## config.mk

```make
export PLATFORM = sky130hd
export DESIGN_NAME = snoopy_controller
export DESIGN_NICKNAME = d
export VERILOG_FILES = /design/src/rtl/snoopy_pkg.sv /design/src/rtl/snoopy_controller.sv
export SDC_FILE = /design/constraint.sdc
export NUM_CORES = 1
export LEC_CHECK = 0
export ABC_AREA = 0
export CORE_MARGIN = 2
export CORE_UTILIZATION = 25
export DETAILED_ROUTE_END_ITERATION = 7
export HOLD_SLACK_MARGIN = 0.03
export PLACE_DENSITY_LB_ADDON = 0.08
export SLEW_MARGIN = 20
export SYNTH_ARGS = -nofsm -noshare
export SYNTH_HDL_FRONTEND = slang
export SYNTH_SLANG_ARGS = --single-unit
```

## constraint.sdc

```tcl
create_clock -name clock -period 3.6 [get_ports clock]
set_input_delay 0.54 -clock clock [delete_from_list [all_inputs] [get_ports clock]]
set_output_delay 0.54 -clock clock [all_outputs]
set_load 0.05 [all_outputs]
```

## src/rtl/snoopy_pkg.sv

```systemverilog
// Shared types for the snoop controller: MSI line states, bus snoop
// commands and the controller FSM encoding.
package snoopy_pkg;

   typedef enum logic [1:0] {
      INVALID  = 2'd0,
      SHARED   = 2'd1,
      MODIFIED = 2'd2
   } msi_state_t;

   typedef enum logic [1:0] {
      BUS_READ           = 2'd0,
      BUS_READ_EXCLUSIVE = 2'd1,
      BUS_INVALIDATE     = 2'd2,
      BUS_RESERVED       = 2'd3
   } bus_cmd_t;

   typedef enum logic [2:0] {
      ST_IDLE   = 3'd0,
      ST_CHECK  = 3'd1,
      ST_FLUSH  = 3'd2,
      ST_UPDATE = 3'd3,
      ST_DONE   = 3'd4
   } fsm_state_t;

endpackage

```

## src/rtl/snoopy_controller.sv

```systemverilog
// Bus snoop controller: looks up a snooped block in the cache, streams a
// MODIFIED block out word by word, then downgrades/invalidates the line.
module snoopy_controller
   import snoopy_pkg::*;
#(
   parameter int TAG_WIDTH    = 6,
   parameter int INDEX_WIDTH  = 6,
   parameter int OFFSET_WIDTH = 4,
   parameter int DATA_WIDTH   = 16
) (
   input  logic                                        clock,
   input  logic                                        reset,
   input  logic                                        snoopValid,
   output logic                                        snoopReady,
   input  logic [TAG_WIDTH+INDEX_WIDTH+OFFSET_WIDTH-1:0] snoopAddress,
   input  logic [1:0]                                  snoopCommand,
   output logic                                        flushValid,
   input  logic                                        flushReady,
   output logic [DATA_WIDTH-1:0]                       flushData,
   output logic [OFFSET_WIDTH-1:0]                     flushOffset,
   output logic                                        snoopDone,
   output logic                                        snoopFlushed,
   output logic [INDEX_WIDTH-1:0]                      snoopyIndex,
   output logic [TAG_WIDTH-1:0]                        snoopyTagIn,
   output logic [OFFSET_WIDTH-1:0]                     snoopyOffset,
   output logic [1:0]                                  snoopyStateIn,
   output logic                                        snoopyWriteState,
   input  logic                                        snoopyHit,
   input  logic [1:0]                                  snoopyStateOut,
   input  logic [DATA_WIDTH-1:0]                       snoopyDataOut
);

   localparam int ADDR_WIDTH = TAG_WIDTH + INDEX_WIDTH + OFFSET_WIDTH;

   fsm_state_t              r_state;
   bus_cmd_t                r_cmd;
   logic [TAG_WIDTH-1:0]    r_tag;
   logic [INDEX_WIDTH-1:0]  r_index;
   logic [OFFSET_WIDTH-1:0] r_count;
   logic                    r_flushed;

   // The snooped word offset is irrelevant: a hit always supplies the whole block.
   logic w_unused_offset;
   assign w_unused_offset = ^snoopAddress[OFFSET_WIDTH-1:0];

   logic w_last_word;
   assign w_last_word = (r_count == {OFFSET_WIDTH{1'b1}});

   // Snoop FSM: accept, look up, optionally flush, update line state, complete.
   always_ff @(posedge clock or negedge reset) begin
      if (!reset) begin
         r_state   <= ST_IDLE;
         r_cmd     <= BUS_READ;
         r_tag     <= '0;
         r_index   <= '0;
         r_count   <= '0;
         r_flushed <= 1'b0;
      end else begin
         case (r_state)
            ST_IDLE: begin
               if (snoopValid) begin
                  r_tag     <= snoopAddress[ADDR_WIDTH-1 -: TAG_WIDTH];
                  r_index   <= snoopAddress[OFFSET_WIDTH +: INDEX_WIDTH];
                  r_cmd     <= bus_cmd_t'(snoopCommand);
                  r_flushed <= 1'b0;
                  r_state   <= ST_CHECK;
               end
            end
            ST_CHECK: begin
               if (!snoopyHit || r_cmd == BUS_RESERVED) begin
                  r_state <= ST_DONE;
               end else if (snoopyStateOut == MODIFIED) begin
                  r_count   <= '0;
                  r_flushed <= 1'b1;
                  r_state   <= ST_FLUSH;
               end else if (snoopyStateOut == SHARED) begin
                  // A read leaves a SHARED line untouched; anything else must invalidate it.
                  r_state <= (r_cmd == BUS_READ) ? ST_DONE : ST_UPDATE;
               end else begin
                  r_state <= ST_DONE;
               end
            end
            ST_FLUSH: begin
               if (flushReady) begin
                  r_count <= r_count + 1'b1;
                  if (w_last_word) begin
                     r_state <= ST_UPDATE;
                  end
               end
            end
            ST_UPDATE: r_state <= ST_DONE;
            ST_DONE:   r_state <= ST_IDLE;
            default:   r_state <= ST_IDLE;
         endcase
      end
   end

   // Outputs decode directly from the registered state so they follow the FSM without glitching on inputs.
   always_comb begin
      snoopReady       = (r_state == ST_IDLE);
      flushValid       = (r_state == ST_FLUSH);
      flushData        = (r_state == ST_FLUSH) ? snoopyDataOut : '0;
      flushOffset      = r_count;
      snoopDone        = (r_state == ST_DONE);
      snoopFlushed     = (r_state == ST_DONE) && r_flushed;
      snoopyIndex      = r_index;
      snoopyTagIn      = r_tag;
      snoopyOffset     = r_count;
      snoopyWriteState = (r_state == ST_UPDATE);
      snoopyStateIn    = ((r_state == ST_UPDATE) && (r_cmd == BUS_READ)) ? SHARED : INVALID;
   end

endmodule

```

==> impl_metrics.env <==
export IMPL_critical_path_required_ns=3.06
export IMPL_drt_iter0_drc=26
export IMPL_path_clk_slew_ns=0.08
export IMPL_crit_start="r_state[1]$_DFFE_PN0P_"
export IMPL_max_cap_violations=0
export IMPL_grt_max_degree=23
export IMPL_numCtsBuffers=3
export IMPL_first_global_vias=1060
export IMPL_diodes=0
export IMPL_dr_pass1_iters=4
export IMPL_synth_cell_types=33
export IMPL_min_period_over_period_pct=75.6
export IMPL_io_pins=84
export IMPL_synth_most_common_cell="dfrtp_1"
export IMPL_synth_edff_count=0
export IMPL_cts_resized=0
export IMPL_die_x_um=73.7
export IMPL_clk_insertion_delay_late_ns=0.26
export IMPL_grt_use_total_pct=12.0
export IMPL_hpwlAfterDp_mm=2.39
export IMPL_leakagePower_nw=0.841
export IMPL_cts_setup_buffers=0
export IMPL_postCtsHoldBufs=0
export IMPL_netlist_area_sq_um=1220
export IMPL_htree_levels=1
export IMPL_cts_root_buffer_cell="clkbuf_8"
export IMPL_fin_tns_setup_ns=0
export IMPL_status="finished, final reports clean"
export IMPL_grt_first_pass_wirelength_mm=5.06
export IMPL_port_buffers=78
export IMPL_rows=25
export IMPL_synth_top_cells_by_count="dfrtp_1, and2_1, mux2_4, buf_4, o21ai_0"
export IMPL_grt_overflow=0
export IMPL_slowest_stage="clkdlybuf4s50_1"
export IMPL_critPathTopFamily="buffers and inverters"
export IMPL_max_freq_mhz=368
export IMPL_critical_path_max_stage_delay_ns=0.81
export IMPL_wl_per_cell_um=13.2
export IMPL_fin_cells=231
export IMPL_syn_nets=145
export IMPL_hold_violations=0
export IMPL_dpl_cell_area_sq_um=1990
export IMPL_critPathMaxFanout=19
export IMPL_startpoint_type="flip-flop"
export IMPL_cts_tree="yes"
export IMPL_worst_pin_slew_ns=0.518
export IMPL_crit_chain="nor3b_1 -> buf_4 -> and2_1 -> clkdlybuf4s50_1"
export IMPL_setup_viol=0
export IMPL_yosys_warnings=0
export IMPL_synth_area_leader_cell="dfrtp_1"
export IMPL_ys_async_sr_fraction_pct=100
export IMPL_routabilityCongestion=0.770
export IMPL_relSlewSlack_pct=65.3
export IMPL_antenna_found_initial=0
export IMPL_fp_coreArea_sq_um=4690
export IMPL_clkSinkCount=22
export IMPL_synthCells=103
export IMPL_synth_top_area_share_pct=45.3
export IMPL_drive_gt1_share_pct=15.3
export IMPL_rsz0062_at_grt="false"
export IMPL_wirelength_mm=3.05
export IMPL_drc=0
export IMPL_endpoint_kind="output port"
export IMPL_die_area_sq_um=5440
export IMPL_crit_buf_inv=2
export IMPL_seq_area_frac_synth_pct=45.3
export IMPL_ir_drop_mv=0.382
export IMPL_critPathKind="flip-flop to output port"
export IMPL_p_per_area_nw_per_um2=919
export IMPL_synth_area_top_cells="dfrtp_1, mux2_4, and2_1"
export IMPL_arrival_ns=2.18
export IMPL_fin_nets=220
export IMPL_ys_ff_latch=22
export IMPL_placed_cells=227
export IMPL_syn_to_final_growth_pct=69.1
export IMPL_design_area_sq_um=2060
export IMPL_p_total_w=0.00189
export IMPL_avgSynthCellArea_sq_um=11.8
export IMPL_clock_skew_ns=0.00232
export IMPL_vias=1006
export IMPL_period_needed_ns=2.72
export IMPL_postRouteAntennaNets=0
export IMPL_slew_viol_final=0
export IMPL_synth_flop_cell="dfrtp_1"
export IMPL_start_util_pct=25.9
export IMPL_viasPerCell=4.35
export IMPL_die_h_um=73.7
export IMPL_hold_slack_ns=0.241
export IMPL_hold_path_class="primary input to async pin"
export IMPL_clock_path_buffers=2
export IMPL_regToRegStartpoint="r_state[1]$_DFFE_PN0P_"
[layer usage]
layer  vias to the layer above  track usage (%)  wire length (um)
li1                        496                -                 -
met1                       469             15.4              1350
met2                        39             19.8              1500
met3                         2             3.70               174
met4                         0             2.63                28
met5                         -                0                 0
[cells in the final DEF (no fill, tap or decap), drive strengths merged, types with 3 or more instances in the layout]
cell and count:
nor2 3, nand2 3, and2 19, nand2b 4, o21ai 5, clkdlybuf4s50 77
clkbuf 3, mux2 14, nand3 3, dfrtp 22, a21oi 3
[logic make-up (layout without fill, tap and decap cells)]
kind of cell | after synthesis | after routing | synth area share (%)
other cells | 1 | 1 | 0.308
buf+inv | 9 | 83 | 6.69
compound gates | 12 | 12 | 7.61
mux | 14 | 14 | 16.0
simple gates | 43 | 43 | 22.3
xor+xnor | 1 | 1 | 0.720
flops | 22 | 22 | 45.3
fa+ha+maj | 1 | 1 | 1.03
[state kept, by name, summed over array words and instances (netlist names)]
register	count
snoopyIndex	6
snoopyTagIn	6
r_flushed	1
flushOffset	4
r_cmd	2
r_state	3
[stage by stage]
| step | util [%] | worst slack [ns] |
|---|---|---|
| floorplan | - | 0.860 |
| global placement | 42.4 | 1.15 |
| detailed placement | 42.4 | 1.13 |
| CTS | 43.9 | 0.832 |
| global route | 43.8 | 0.644 |
| finish | 43.8 | 0.879 |
[where the power goes]
part / switching [W] / leakage (nW) / internal (W) / total, W
Clock: 0.0000824 / 0.0357 / 0.000148 / 0.000231
Sequential: 0.000107 / 0.271 / 0.000361 / 0.000469
Combinational: 0.000713 / 0.534 / 0.000478 / 0.00119
[final timing paths]
kind,endpoint,slack (ns),cells after the start
max,flushData[15],0.88,4
min,snoopyIndex[0]$_DFFE_PN0P_,0.24,1
max reg2reg,snoopyTagIn[0]$_DFFE_PN0P_,2.03,3
min reg2reg,snoopyIndex[1]$_DFFE_PN0P_,0.51,1
max in group asynchronous,r_cmd[1]$_DFFE_PN0P_,3.01,1
min in group clock,snoopyIndex[1]$_DFFE_PN0P_,0.51,1
[cell type report]
type	count	area (sq um)
fillers	444	2640
clock inverters	1	30.0
repair buffers	79	783
flip-flops and latches	22	551
clock buffers	3	41.3
multi-input cells	72	584
well taps	54	67.6
No activity file was read; power rests on OpenSTA's default activity.
